===== src/rtl/snake_pkg.sv =====
`default_nettype none
// +--------------------------------------------------------------------+
// | snake_pkg : shared geometry, limits and FSM encodings for the game |
// | Rev 1.0                                                            |
// +--------------------------------------------------------------------+
package snake_pkg;

  localparam int          CELL      = 10;
  localparam int          GRID_W    = 64;
  localparam int          GRID_H    = 48;
  localparam int          MAX_LEN   = 32;
  localparam logic [15:0] LFSR_SEED = 16'hACE1;

  // Playable cell range; the outer ring of cells is the wall.
  localparam int X_MIN_CELL = 1;
  localparam int X_MAX_CELL = GRID_W - 2;
  localparam int Y_MIN_CELL = 1;
  localparam int Y_MAX_CELL = GRID_H - 2;

  localparam int START_X = (GRID_W / 2) * CELL;
  localparam int START_Y = (GRID_H / 2) * CELL;

  typedef enum logic [1:0] {
    FOOD_GEN   = 2'd0,
    FOOD_CHECK = 2'd1,
    FOOD_ARMED = 2'd2
  } food_state_e;

  function automatic logic [7:0] clamp_len(input logic [7:0] len, input int max_len);
    logic [7:0] v;
    v = len;
    if (len == 8'd0) begin
      v = 8'd1;
    end else if (int'(len) > max_len) begin
      v = 8'(max_len);
    end
    return v;
  endfunction

endpackage
`default_nettype wire


===== src/rtl/snake_lfsr16.sv =====
`default_nettype none
// +--------------------------------------------------------------------+
// | snake_lfsr16 : free-running 16-bit Fibonacci LFSR, x^16+x^14+x^13+x^11+1 |
// | Rev 1.0                                                            |
// +--------------------------------------------------------------------+
module snake_lfsr16 #(
  parameter logic [15:0] SEED = 16'hACE1
) (
  input  logic        clk_pix,
  input  logic        reset,
  output logic [15:0] o_state
);

  logic [15:0] r_lfsr;
  logic        w_fb;

  assign w_fb = r_lfsr[15] ^ r_lfsr[13] ^ r_lfsr[12] ^ r_lfsr[10];

  always_ff @(posedge clk_pix) begin
    if (reset) begin
      r_lfsr <= SEED;
    end else begin
      r_lfsr <= {r_lfsr[14:0], w_fb};
    end
  end

  assign o_state = r_lfsr;

endmodule
`default_nettype wire


===== src/rtl/snake_food_ctrl.sv =====
`default_nettype none
// +--------------------------------------------------------------------+
// | snake_food_ctrl : food placement off the body, eat handshake, and  |
// | sticky self-collision flag.                Rev 1.0                 |
// +--------------------------------------------------------------------+
module snake_food_ctrl #(
  parameter int          CELL      = snake_pkg::CELL,
  parameter int          GRID_W    = snake_pkg::GRID_W,
  parameter int          GRID_H    = snake_pkg::GRID_H,
  parameter int          MAX_LEN   = snake_pkg::MAX_LEN,
  parameter logic [15:0] LFSR_SEED = snake_pkg::LFSR_SEED
) (
  input  logic                  clk_pix,
  input  logic                  reset,
  input  logic                  tick,
  input  logic [7:0]            length,
  input  logic [MAX_LEN*10-1:0] body_bus_x,
  input  logic [MAX_LEN*9-1:0]  body_bus_y,
  output logic                  eat_evt,
  output logic [9:0]            food_x,
  output logic [8:0]            food_y,
  output logic                  food_valid,
  output logic                  self_hit
);

  import snake_pkg::*;

  localparam int c_idx_w = (MAX_LEN > 1) ? $clog2(MAX_LEN) : 1;

  logic [15:0]        w_lfsr;
  logic               w_unused_lfsr_hi;
  logic [5:0]         w_cx;
  logic [5:0]         w_cy;
  logic               w_cand_ok;
  logic [5:0]         r_cx;
  logic [5:0]         r_cy;
  logic [9:0]         w_cand_px_x;
  logic [8:0]         w_cand_px_y;
  logic [9:0]         w_seg_x [MAX_LEN];
  logic [8:0]         w_seg_y [MAX_LEN];
  logic [7:0]         w_eff_len;
  logic [c_idx_w-1:0] w_eff_last;
  food_state_e        r_state;
  food_state_e        w_state_nxt;
  logic [c_idx_w-1:0] r_idx;
  logic [c_idx_w-1:0] w_idx_nxt;
  logic               r_tick_d;
  logic               w_latch;
  logic               w_food_set;
  logic               w_eat_det;
  logic               w_idx_hit;
  logic               w_head_on_food;
  logic               w_self_det;
  logic [MAX_LEN-1:0] w_body_hit;
  logic               r_eat_pending;
  logic               r_food_valid;
  logic               r_self_hit;
  logic [9:0]         r_food_x;
  logic [8:0]         r_food_y;

  snake_lfsr16 #(
    .SEED    (LFSR_SEED)
  ) u_lfsr (
    .clk_pix (clk_pix),
    .reset   (reset),
    .o_state (w_lfsr)
  );

  assign w_cx             = w_lfsr[5:0];
  assign w_cy             = w_lfsr[11:6];
  assign w_unused_lfsr_hi = ^w_lfsr[15:12];

  assign w_cand_ok = (int'(w_cx) >= 1) && (int'(w_cx) <= GRID_W - 2) &&
                     (int'(w_cy) >= 1) && (int'(w_cy) <= GRID_H - 2);

  assign w_cand_px_x = 10'(int'(r_cx) * CELL);
  assign w_cand_px_y = 9'(int'(r_cy) * CELL);

  // Segment 0 (the head) occupies the most significant slice of each bus.
  for (genvar gi = 0; gi < MAX_LEN; gi++) begin : g_seg
    assign w_seg_x[gi] = body_bus_x[(MAX_LEN-1-gi)*10 +: 10];
    assign w_seg_y[gi] = body_bus_y[(MAX_LEN-1-gi)*9 +: 9];
  end

  assign w_eff_len  = clamp_len(length, MAX_LEN);
  assign w_eff_last = c_idx_w'(w_eff_len - 8'd1);

  assign w_idx_hit = (w_seg_x[r_idx] == w_cand_px_x) && (w_seg_y[r_idx] == w_cand_px_y);

  assign w_body_hit[0] = 1'b0;
  for (genvar gi = 1; gi < MAX_LEN; gi++) begin : g_body_cmp
    assign w_body_hit[gi] = (8'(gi) < w_eff_len) &&
                            (w_seg_x[gi] == w_seg_x[0]) &&
                            (w_seg_y[gi] == w_seg_y[0]);
  end

  // Head compares only once the core has applied the step (one cycle after tick).
  assign w_self_det     = r_tick_d && (|w_body_hit);
  assign w_head_on_food = r_tick_d && (w_seg_x[0] == r_food_x) && (w_seg_y[0] == r_food_y);

  always_comb begin
    w_state_nxt = r_state;
    w_idx_nxt   = r_idx;
    w_latch     = 1'b0;
    w_food_set  = 1'b0;
    w_eat_det   = 1'b0;
    case (r_state)
      FOOD_GEN: begin
        if (w_cand_ok) begin
          w_latch     = 1'b1;
          w_idx_nxt   = '0;
          w_state_nxt = FOOD_CHECK;
        end
      end
      FOOD_CHECK: begin
        if (tick) begin
          w_idx_nxt = '0;
        end else if (w_idx_hit) begin
          w_idx_nxt   = '0;
          w_state_nxt = FOOD_GEN;
        end else if (r_idx >= w_eff_last) begin
          // >= so a length that shrank mid-scan still terminates the scan
          w_idx_nxt   = '0;
          w_food_set  = 1'b1;
          w_state_nxt = FOOD_ARMED;
        end else begin
          w_idx_nxt = r_idx + 1'b1;
        end
      end
      FOOD_ARMED: begin
        if (w_head_on_food) begin
          w_eat_det   = 1'b1;
          w_state_nxt = FOOD_GEN;
        end
      end
      default: begin
        w_state_nxt = FOOD_GEN;
        w_idx_nxt   = '0;
      end
    endcase
  end

  always_ff @(posedge clk_pix) begin
    if (reset) begin
      r_state       <= FOOD_GEN;
      r_idx         <= '0;
      r_cx          <= '0;
      r_cy          <= '0;
      r_tick_d      <= 1'b0;
      r_eat_pending <= 1'b0;
      r_food_valid  <= 1'b0;
      r_food_x      <= '0;
      r_food_y      <= '0;
      r_self_hit    <= 1'b0;
    end else begin
      r_state  <= w_state_nxt;
      r_idx    <= w_idx_nxt;
      r_tick_d <= tick;
      if (w_latch) begin
        r_cx <= w_cx;
        r_cy <= w_cy;
      end
      if (w_food_set) begin
        r_food_valid <= 1'b1;
        r_food_x     <= w_cand_px_x;
        r_food_y     <= w_cand_px_y;
      end else if (w_eat_det) begin
        r_food_valid <= 1'b0;
      end
      // Held across the next tick so the core samples exactly one grow.
      if (r_eat_pending && tick) begin
        r_eat_pending <= 1'b0;
      end else if (w_eat_det) begin
        r_eat_pending <= 1'b1;
      end
      if (w_self_det) begin
        r_self_hit <= 1'b1;
      end
    end
  end

  assign eat_evt    = r_eat_pending;
  assign food_x     = r_food_x;
  assign food_y     = r_food_y;
  assign food_valid = r_food_valid;
  assign self_hit   = r_self_hit;

endmodule
`default_nettype wire


===== config.mk =====
export PLATFORM = sky130hd
export DESIGN_NAME = snake_food_ctrl
export DESIGN_NICKNAME = d
export VERILOG_FILES = /design/src/rtl/snake_pkg.sv /design/src/rtl/snake_lfsr16.sv /design/src/rtl/snake_food_ctrl.sv
export SDC_FILE = /design/constraint.sdc
export NUM_CORES = 1
export LEC_CHECK = 0
export CORE_AREA = 2 2 248 250
export CTS_BUF_LIST = sky130_fd_sc_hd__clkbuf_4
export DETAILED_ROUTE_END_ITERATION = 8
export DIE_AREA = 0 0 250 252
export HOLD_SLACK_MARGIN = 0.06
export PLACE_DENSITY = 0.64
export SYNTH_ARGS = -nofsm -noshare
export SYNTH_HDL_FRONTEND = slang
export SYNTH_SLANG_ARGS = --single-unit

===== constraint.sdc =====
create_clock -name clk_pix -period 3.6 [get_ports clk_pix]
set_input_delay 0.9 -clock clk_pix [delete_from_list [all_inputs] [get_ports clk_pix]]
set_output_delay 0.9 -clock clk_pix [all_outputs]
set_load 0.01 [all_outputs]

==> impl_metrics.py, run 1 <==
metrics = {
    "power": {
        "ir_drop_uv": 190,
        "power.leakage_nw": 10.8,
        "power.density_nw_per_um2": 169,
    },
    "clocking": {
        "htree_levels": 2,
        "cts_tree": "done",
        "cts_buffers": 5,
        "clock_path_buffers": 2,
        "cts_root_buf": "clkbuf_4",
        "insertion_delay_ns": 0.40,
        "path_clk_slew_ns": 0.17,
        "cts.sinks": 56,
    },
    "finish": {
        "nets": 3691,
        "drive_above_1_share": 0.278,
        "multi_input_area_um2": 13500,
        "fillerInstances": 6027,
        "post-route-util": 0.467,
        "syn2layout_area_growth_pct": 84.3,
        "seq_area_um2": 1130,
    },
    "sta": {
        "period_share": 0.989,
        "fin_crit_ns": 3.56,
        "fin_skew_ns": 0.00886,
        "finalHoldViolCount": 0,
        "tightestPinTransition_ns": 1.15,
        "slew_viol_final": 0,
        "max_freq_mhz": 281,
        "setup_ws_ns": 0.0401,
        "slew_headroom": 0.232,
        "final-setup-viol-count": 0,
    },
    "global_route": {
        "grt_use_total": 0.413,
        "grt_pass1_wl_mm": 180,
        "grt_overflow": 0,
        "grt_pass1_vias": 22000,
        "antenna_found_initial": 10,
        "grt_max_degree": 71,
    },
    "worst_setup_path": {
        "crit_slowest_cell": "clkdlybuf4s50_1",
        "crit_required_ns": 3.93,
        "start_kind": "input pin",
        "worstSetupPathType": "input pin to flip-flop",
        "ff2ff_setup_slack_ns": 0.05,
        "worstPathCellList": "clkdlybuf4s50_1 -> mux2i_1 -> a22oi_1 -> a21oi_1 -> nor4_1 -> xor2_1 -> nor4_2 -> and4_4 -> a21oi_4 -> buf_12 -> mux2i_2",
        "cpPeakStageDelay_ns": 0.53,
        "crit_arrival_ns": 3.89,
        "endpoint_kind": "flip-flop",
        "path_delay_family": "simple AND/OR/NAND/NOR gates",
        "critPathBufInv": 2,
        "path_max_fanout": 7,
    },
    "yosys": {
        "synth-seq-cells": 56,
        "synth_ff_type": "dfxtp_1",
        "netlist_instances": 1840,
        "yosys.area.top_type": "xnor2_1",
        "syn_avg_cell_area_um2": 8.28,
        "yosysWarnings": 0,
        "netlist_top_cells_area": "xnor2_1 (19%), xor2_1 (18%), mux2i_1 (15%), dfxtp_1 (7.4%), mux4_2 (6.5%)",
        "ys_seq_area_frac": 0.0736,
        "syn_area_um2": 15200,
        "synth_edf_count": 0,
        "async_flop_share": 0,
        "synthDistinctLibCells": 63,
        "synth.top_cell.area_share": 0.188,
        "synth_commonest_cells": "xnor2_1 (327), xor2_1 (306), mux2i_1 (230)",
        "synth_most_common_cell": "xnor2_1",
    },
    "floorplanning": {
        "io_pins": 641,
        "die_x_um": 250,
        "start_util": 0.253,
        "chipHeight_um": 252,
        "core-area_um2": 60100,
        "die_area_um2": 63000,
        "core.rowCount": 90,
    },
    "route": {
        "drc": 0,
        "ant_nets": 0,
        "first_pass_iters": 5,
        "drt-vias-per-instance": 5.48,
        "wl_per_cell_um": 35.1,
        "drtIter0Drc": 1941,
        "wirelength_mm": 135,
        "vias": 21100,
    },
    "status": {
        "status": "finished, final reports clean",
    },
    "placement": {
        "portBuffers": 638,
        "globalplace.congestion": 1.09,
        "pre_cts_ws_ns": -0.627,
        "hpwl_mm": 116,
    },
    "min_path": {
        "hold_class": "flip-flop to flip-flop",
    },
    "job": {
        "cap_violations": 0,
    },
}
[logic make-up after synthesis]
kind of cell | share of synthesized area
DFF | 0.0736
AOI/OAI and AO/OA | 0.109
xor gates and xnor gates | 0.364
buffers and inverters | 0.0513
other | 0.000246
muxes | 0.221
and+or+nand+nor | 0.160
adders and majority gates | 0.0215
[flip-flops by register name, indices dropped and copies added, names as in the netlist]
name            cells
u_lfsr.o_state     16
food_x              9
food_y              8
r_cx                6
r_cy                6
r_idx               5
r_state             2
eat_evt             1
food_valid          1
r_tick_d            1
self_hit            1
[layout by cell type, fill, tap and decap left out, drive strengths merged, types with 6 or more instances in the layout]
master and n:
mux2i 230, or2 10, or3 8, nand2b 33, a22oi 74, o21ai 31
xnor2 327, nor4 87, nand3 31, ha 23, inv 8, nor2 52
a2111oi 14, diode 11, a31oi 7, nand2 46, o21a 6, buf 739
a211oi 15, dfxtp 56, xor2 306, nor2b 24, a21o 7, mux4 44
clkdlybuf4s50 614, mux2 6, nor3 33, nand4 96, clkbuf 6, and2 6
a21oi 53
[power breakdown]
part	internal [mW]	switching, mW	leakage, nW
logic	1.82	1.88	10.3
clock network	0.146	0.219	0.0429
registers	0.647	0.0349	0.460
[final timing paths]
| check | depth (start not counted) | from | end |
|---|---|---|---|
| max | 11 | body_bus_y[70] | food_x[3] |
| min | 1 | u_lfsr.o_state[14] | u_lfsr.o_state[15] |
| max reg2reg | 12 | r_idx[1] | food_x[3] |
| min reg2reg | 1 | u_lfsr.o_state[14] | u_lfsr.o_state[15] |
[metrics by stage]
stage	hold slack (ns)	power [mW]	TNS, ns	area (µm²)	cells
final	0.454	4.75	0	28100	3841
after global routing	0.478	4.87	-0.245	28100	3836
after CTS	0.451	4.64	0	27800	3826
after detailed placement	0.410	4.26	-14.51	27700	3815
after global placement	0.400	4.27	-13.88	27700	3815
after floorplan	0.389	1.95	0	15200	1841
[metal layers]
metal / GRT usage / routed length [µm] / up-vias / part of all wire
met5: 0 / 33 / - / 0.00024
li1: - / - / 9086 / -
met3: 0.0735 / 10200 / 361 / 0.075
met4: 0.280 / 10900 / 4 / 0.081
met1: 0.480 / 51500 / 10300 / 0.38
met2: 0.697 / 62200 / 1315 / 0.46
[layout make-up]
cell class,count,share of cell area
clock buffers,5,0.00134
well taps,782,0.0349
clock inverters,3,0.00152
multi-input cells,1618,0.482
repair buffers,1358,0.438
inverters,8,0.00107
diodes,11,0.000981
flip-flops and latches,56,0.0403
[repair_timing]
item,4_1_cts,5_1_grt
hold buffers,0,0
pin swaps,1,5
setup endpoints to repair,26,26
gates resized for setup,8,35
cloned,0,1
buffers inserted,3,3
Power figures use the tool's default switching activity.
==> run 2: changes to the inputs <==
--- a/config.mk
+++ b/config.mk
@@ -11,6 +11,7 @@
 export DIE_AREA = 0 0 250 252
 export HOLD_SLACK_MARGIN = 0.06
 export PLACE_DENSITY = 0.64
+export SKIP_LAST_GASP = 1
 export SYNTH_ARGS = -nofsm -noshare
 export SYNTH_HDL_FRONTEND = slang
 export SYNTH_SLANG_ARGS = --single-unit
==> run 2 against run 1 <==
  * Sequential power about the same
  * Critical path depth fell by 1
  * Final area barely moved
  * Clock skew up 0.0024 ns
  * Final cell count barely moved
  * Utilization barely moved
  * Critical path type unchanged
  * Critical endpoint is now food_y[8]
==> impl_metrics.py, run 2 (synthesis gave the netlist of run 1 again) <==
metrics = {
    "worst_setup_path": {
        "crit_slowest_cell": "clkdlybuf4s50_1",
        "cpPeakStageDelay_ns": 0.53,
        "worstSetupPathType": "input pin to flip-flop",
        "path_max_fanout": 4,
        "startpoint": "body_bus_y[70]",
        "crit_required_ns": 3.90,
        "rr_startpoint": "r_idx[1]",
        "start_kind": "input pin",
        "endpoint_kind": "flip-flop",
        "worstPathCellList": "clkdlybuf4s50_1 -> mux2i_1 -> a22oi_1 -> a21oi_1 -> nor4_1 -> xor2_1 -> nor4_2 -> and4_4 -> a21oi_4 -> mux2_1",
        "crit_arrival_ns": 3.89,
    },
    "route": {
        "ant_nets": 0,
        "drc": 0,
        "wl_per_cell_um": 35.1,
        "wirelength_mm": 135,
        "vias": 21000,
        "first_pass_iters": 5,
        "drt-vias-per-instance": 5.48,
        "drtIter0Drc": 1887,
    },
    "power": {
        "power.density_nw_per_um2": 169,
        "ir_drop_uv": 189,
        "power.leakage_nw": 10.8,
        "finalPower_mw": 4.75,
    },
    "clocking": {
        "cts_hold_buf": 0,
        "path_clk_slew_ns": 0.17,
        "cts_root_buf": "clkbuf_4",
        "cts_buffers": 5,
        "clock_path_buffers": 2,
        "cts.sinks": 56,
        "cts_tree": "done",
        "insertion_delay_ns": 0.40,
        "htree_levels": 2,
    },
    "sta": {
        "rsz0062_at_grt": "yes",
        "fin_crit_ns": 3.58,
        "slew_viol_final": 0,
        "max_freq_mhz": 279,
        "tightestPinTransition_ns": 1.11,
        "period_share": 0.996,
        "fin_skew_ns": 0.0112,
        "setup_ws_ns": 0.0151,
        "finalHoldViolCount": 0,
        "holdWs_ns": 0.450,
        "slew_headroom": 0.258,
        "final-setup-viol-count": 0,
    },
    "finish": {
        "syn2layout_area_growth_pct": 84.2,
        "drive_above_1_share": 0.277,
        "mostFrequentLayoutCells": "buf_4 (672), clkdlybuf4s50_1 (614), xnor2_1 (326)",
        "fin_area_um2": 28000,
        "largest_reg_flops": 16,
        "stdcell_count": 3840,
        "fillerInstances": 6032,
        "final_common_cell": "buf_4",
        "nets": 3691,
    },
    "job": {
        "cap_violations": 0,
    },
    "placement": {
        "pre_cts_ws_ns": -0.627,
        "globalplace.congestion": 1.09,
        "portBuffers": 638,
        "hpwl_mm": 116,
        "post-place-cells": 3815,
        "place_area_um2": 27700,
    },
    "floorplanning": {
        "core-area_um2": 60100,
        "die_area_um2": 63000,
        "die_x_um": 250,
        "core.rowCount": 90,
        "io_pins": 641,
        "start_util": 0.253,
        "chipHeight_um": 252,
    },
    "min_path": {
        "hold_class": "flip-flop to flip-flop",
        "min_from": "u_lfsr.o_state[14]",
    },
    "global_route": {
        "grt_pass1_vias": 22000,
        "antenna_found_initial": 10,
        "grt_use_total": 0.413,
        "grt_max_degree": 71,
        "grt_pass1_wl_mm": 180,
        "grt_overflow": 0,
    },
    "status": {
        "status": "finished, final reports clean",
    },
}
-- run 2: path summary, 6_finish.rpt --
path,slack [ns],cells past startpoint,to
worst max register to register,0.06,11,food_y[8]
worst min-delay path,0.45,1,u_lfsr.o_state[15]
worst max-delay path,0.02,10,food_y[8]
worst min register to register,0.45,1,u_lfsr.o_state[15]
-- run 2: critical path, delay by kind of cell --
| kind | cells | cell delay (ns) |
|---|---|---|
| muxes | 2 | 0.78 |
| and+or+nand+nor | 3 | 0.78 |
| AOI/OAI and AO/OA | 3 | 0.71 |
| buffers and inverters | 1 | 0.53 |
| xor gates and xnor gates | 1 | 0.17 |
-- run 2: report_power, final --
group          internal (mW)  total [mW]  leakage [nW]  switching, mW
clock                  0.146       0.362        0.0429          0.217
combinational           1.82        3.71          10.3           1.88
sequential             0.647       0.682         0.460         0.0347
-- run 2: final cells by class --
type | instances | area [µm²] | share of cell area
Tap cell | 782 | 978 | 0.0349
Clock inverter | 3 | 42.5 | 0.00152
Sequential cell | 56 | 1130 | 0.0404
Clock buffer | 5 | 37.5 | 0.00134
Antenna cell | 10 | 25.0 | 0.000892
Inverter | 8 | 30.0 | 0.00107
Multi-Input combinational cell | 1618 | 13500 | 0.481
Timing Repair Buffer | 1358 | 12300 | 0.438
-- run 2: routing by layer --
layer  GRT usage  vias to the layer above  wire, µm  part of all wire
met2       0.697                     1346     62100              0.46
li1            -                     9091         -                 -
met5           0                        -        28           0.00021
met1       0.480                    10200     51400              0.38
met4       0.280                        4     11100             0.082
met3      0.0735                      364     10200             0.076
-- run 2: stage by stage --
step / util / setup TNS [ns]
floorplan: - / 0
global placement: 0.460 / -13.88
detailed placement: 0.460 / -14.51
CTS: 0.463 / 0
global route: 0.466 / -0.454
finish: 0.466 / 0
-- run 2: what timing repair did --
action,4_1_cts,5_1_grt
resized for setup,8,32
buffers inserted,3,3
endpoints found under the setup margin,26,26
pin swaps,1,5
gates cloned,0,1
==> run 3: changes to the inputs <==
--- a/config.mk
+++ b/config.mk
@@ -5,12 +5,13 @@
 export SDC_FILE = /design/constraint.sdc
 export NUM_CORES = 1
 export LEC_CHECK = 0
-export CORE_AREA = 2 2 248 250
+export CAP_MARGIN = 5
+export CORE_AREA = 2 2 251 253
 export CTS_BUF_LIST = sky130_fd_sc_hd__clkbuf_4
 export DETAILED_ROUTE_END_ITERATION = 8
-export DIE_AREA = 0 0 250 252
+export DIE_AREA = 0 0 253 255
 export HOLD_SLACK_MARGIN = 0.06
-export PLACE_DENSITY = 0.64
+export PLACE_DENSITY = 0.61
 export SKIP_LAST_GASP = 1
 export SYNTH_ARGS = -nofsm -noshare
 export SYNTH_HDL_FRONTEND = slang
==> constraint.sdc (replaced) <==
create_clock -name clk_pix -period 3.56 [get_ports clk_pix]
set_input_delay 0.89 -clock clk_pix [delete_from_list [all_inputs] [get_ports clk_pix]]
set_output_delay 0.89 -clock clk_pix [all_outputs]
set_load 0.01 [all_outputs]
==> run 3 against run 2 <==
  * Clock power decreased by 15%
  * Critical endpoint is now food_x[6]
  * Critical path depth increased by 2
  * Final cell count decreased by 0.78%
  * The flow now finishes with violations (negative setup slack)
  * Clock-buffer cell count unchanged
  * Via count increased by 0.11%
  * Combinational power about the same
  * Worst hold slack got worse by 0.0013 ns
  * Die area increased by 2.4%
  * Sequential share of layout area about the same
  * Largest cell class unchanged
  * Routed wire length decreased by 2.5%
  * Setup slack got worse by 0.021 ns
==> impl_metrics.py, run 3 (synthesis gave the netlist of run 1 again) <==
metrics = {
    "power": {
        "p_clk_frac": 0.065,
        "seq_power_share": 0.147,
        "power.density_nw_per_um2": 169,
        "p_int_mw": 2.57,
        "ir_drop_uv": 128,
        "p_comb_frac": 0.788,
        "power.switching_mw": 2.14,
        "switching_share": 0.454,
        "power.leakage_nw": 10.6,
    },
    "clocking": {
        "path_clk_slew_ns": 0.17,
        "cts_root_buf": "clkbuf_4",
        "htree_levels": 2,
        "cts_buffers": 5,
        "cts.sinks": 56,
        "insertion_delay_ns": 0.40,
        "clock_path_buffers": 2,
        "cts_tree": "done",
    },
    "route": {
        "drt-vias-per-instance": 5.53,
        "vias": 21100,
        "ant_nets": 0,
        "wl_per_cell_um": 34.5,
        "wirelength_mm": 131,
        "first_pass_iters": 7,
        "drtIter0Drc": 2013,
        "drc": 0,
    },
    "global_route": {
        "antenna_found_initial": 12,
        "grt_use_total": 0.393,
        "grt_pass1_vias": 21700,
        "grt_overflow": 0,
        "grt_pass1_wl_mm": 175,
        "grt_max_degree": 71,
    },
    "finish": {
        "drive_above_1_share": 0.270,
        "largest_reg_flops": 16,
        "post-route-util": 0.448,
        "final_common_cell": "buf_4",
        "mostFrequentLayoutCells": "buf_4 (630), clkdlybuf4s50_1 (611), xnor2_1 (325)",
        "nets": 3647,
        "syn2layout_area_growth_pct": 82.7,
    },
    "sta": {
        "finalHoldViolCount": 0,
        "setup_ws_ns": -0.00585,
        "fin_crit_ns": 3.57,
        "slew_headroom": 0.288,
        "fin_skew_ns": 0.0209,
        "holdWs_ns": 0.449,
        "tightestPinTransition_ns": 1.07,
        "slew_viol_final": 0,
        "final-setup-viol-count": 1,
        "period_share": 1.00,
        "max_freq_mhz": 280,
    },
    "worst_setup_path": {
        "crit_arrival_ns": 3.89,
        "endpoint_kind": "flip-flop",
        "worstSetupPathType": "input pin to flip-flop",
        "crit_required_ns": 3.88,
        "start_kind": "input pin",
        "path_max_fanout": 3,
    },
    "placement": {
        "globalplace.congestion": 1.07,
        "portBuffers": 638,
        "hpwl_mm": 113,
    },
    "floorplanning": {
        "core-area_um2": 62200,
        "die_x_um": 253,
        "die_area_um2": 64500,
        "io_pins": 641,
        "chipHeight_um": 255,
        "start_util": 0.245,
        "core.rowCount": 92,
    },
    "status": {
        "status": "finished with violations",
        "violations": "negative setup slack",
    },
    "job": {
        "cap_violations": 0,
    },
    "min_path": {
        "hold_class": "flip-flop to flip-flop",
    },
}
==> run 3: cell types whose count changed in the layout (fill, tap and decap cells not counted), moves of 3 or more <==
| cell | before | now |
|---|---|---|
| nor4_4 | 0 | 3 |
| a22oi_1 | 70 | 74 |
| clkdlybuf4s50_1 | 614 | 611 |
| a2111oi_0 | 12 | 7 |
| a22oi_2 | 4 | 0 |
| buf_4 | 672 | 630 |
| diode_2 | 10 | 7 |
==> run 3: area by class of cell <==
type	instances	area [µm²]
Antenna cell	7	17.5
Inverter	8	30.0
Sequential cell	56	1130
Multi-Input combinational cell	1618	13600
Fill cell	6249	34300
Clock inverter	3	25.0
Clock buffer	5	37.5
Tap cell	799	1000
Timing Repair Buffer	1314	11900
==> run 3: path summary, 6_finish.rpt <==
path | start | end | slack, ns | cells past startpoint
min reg2reg | u_lfsr.o_state[14] | u_lfsr.o_state[15] | 0.45 | 1
max | body_bus_x[136] | food_x[6] | -0.006 | 12
min | u_lfsr.o_state[14] | u_lfsr.o_state[15] | 0.45 | 1
max reg2reg | r_cy[3] | food_x[6] | 0.06 | 13
==> run 3: repair_timing <==
| item | CTS | global route |
|---|---|---|
| setup endpoints to repair | 26 | 26 |
| pin swaps | 6 | 11 |
| buffers inserted | 1 | 3 |
| resized for setup | 33 | 36 |
| hold buffers | 0 | 0 |
==> run 3: stage by stage <==
step | cell area, µm² | worst slack (ns) | total power, mW | TNS, ns | cells
global placement | 27400 | -1.31 | 4.26 | -28.12 | 3791
global route | 27800 | -0.00601 | 4.82 | -0.00601 | 3807
CTS | 27600 | 0.00320 | 4.61 | 0 | 3800
finish | 27800 | -0.00585 | 4.71 | -0.00585 | 3810
detailed placement | 27400 | -1.33 | 4.26 | -23.86 | 3791
floorplan | 15200 | 0.0358 | 1.97 | 0 | 1841
==> run 3: per-layer routing <==
metal / global-route usage / part of all wire
met1: 0.460 / 0.37
met2: 0.661 / 0.46
met3: 0.0677 / 0.084
met4: 0.262 / 0.079
met5: 0 / 0.00049
==> run 3: power by group through the flow <==
stage               clock (mW)  sequential [mW]  combinational (mW)
finish                   0.306            0.694                3.71
floorplan                    0            0.687                1.28
detailed placement           0            0.707                3.55
CTS                      0.311            0.695                3.60
global placement             0            0.707                3.55
global route             0.335            0.697                3.79
==> run 3: critical path, stage by stage <==
cell,delay (ns)
clkdlybuf4s50_1,0.51
mux2i_1,0.16
a22oi_1,0.38
a21oi_1,0.21
nor4_4,0.31
xor2_1,0.15
a2111oi_4,0.42
buf_4,0.18
and4_4,0.24
buf_4,0.13
a211oi_1,0.08
a211oi_2,0.23
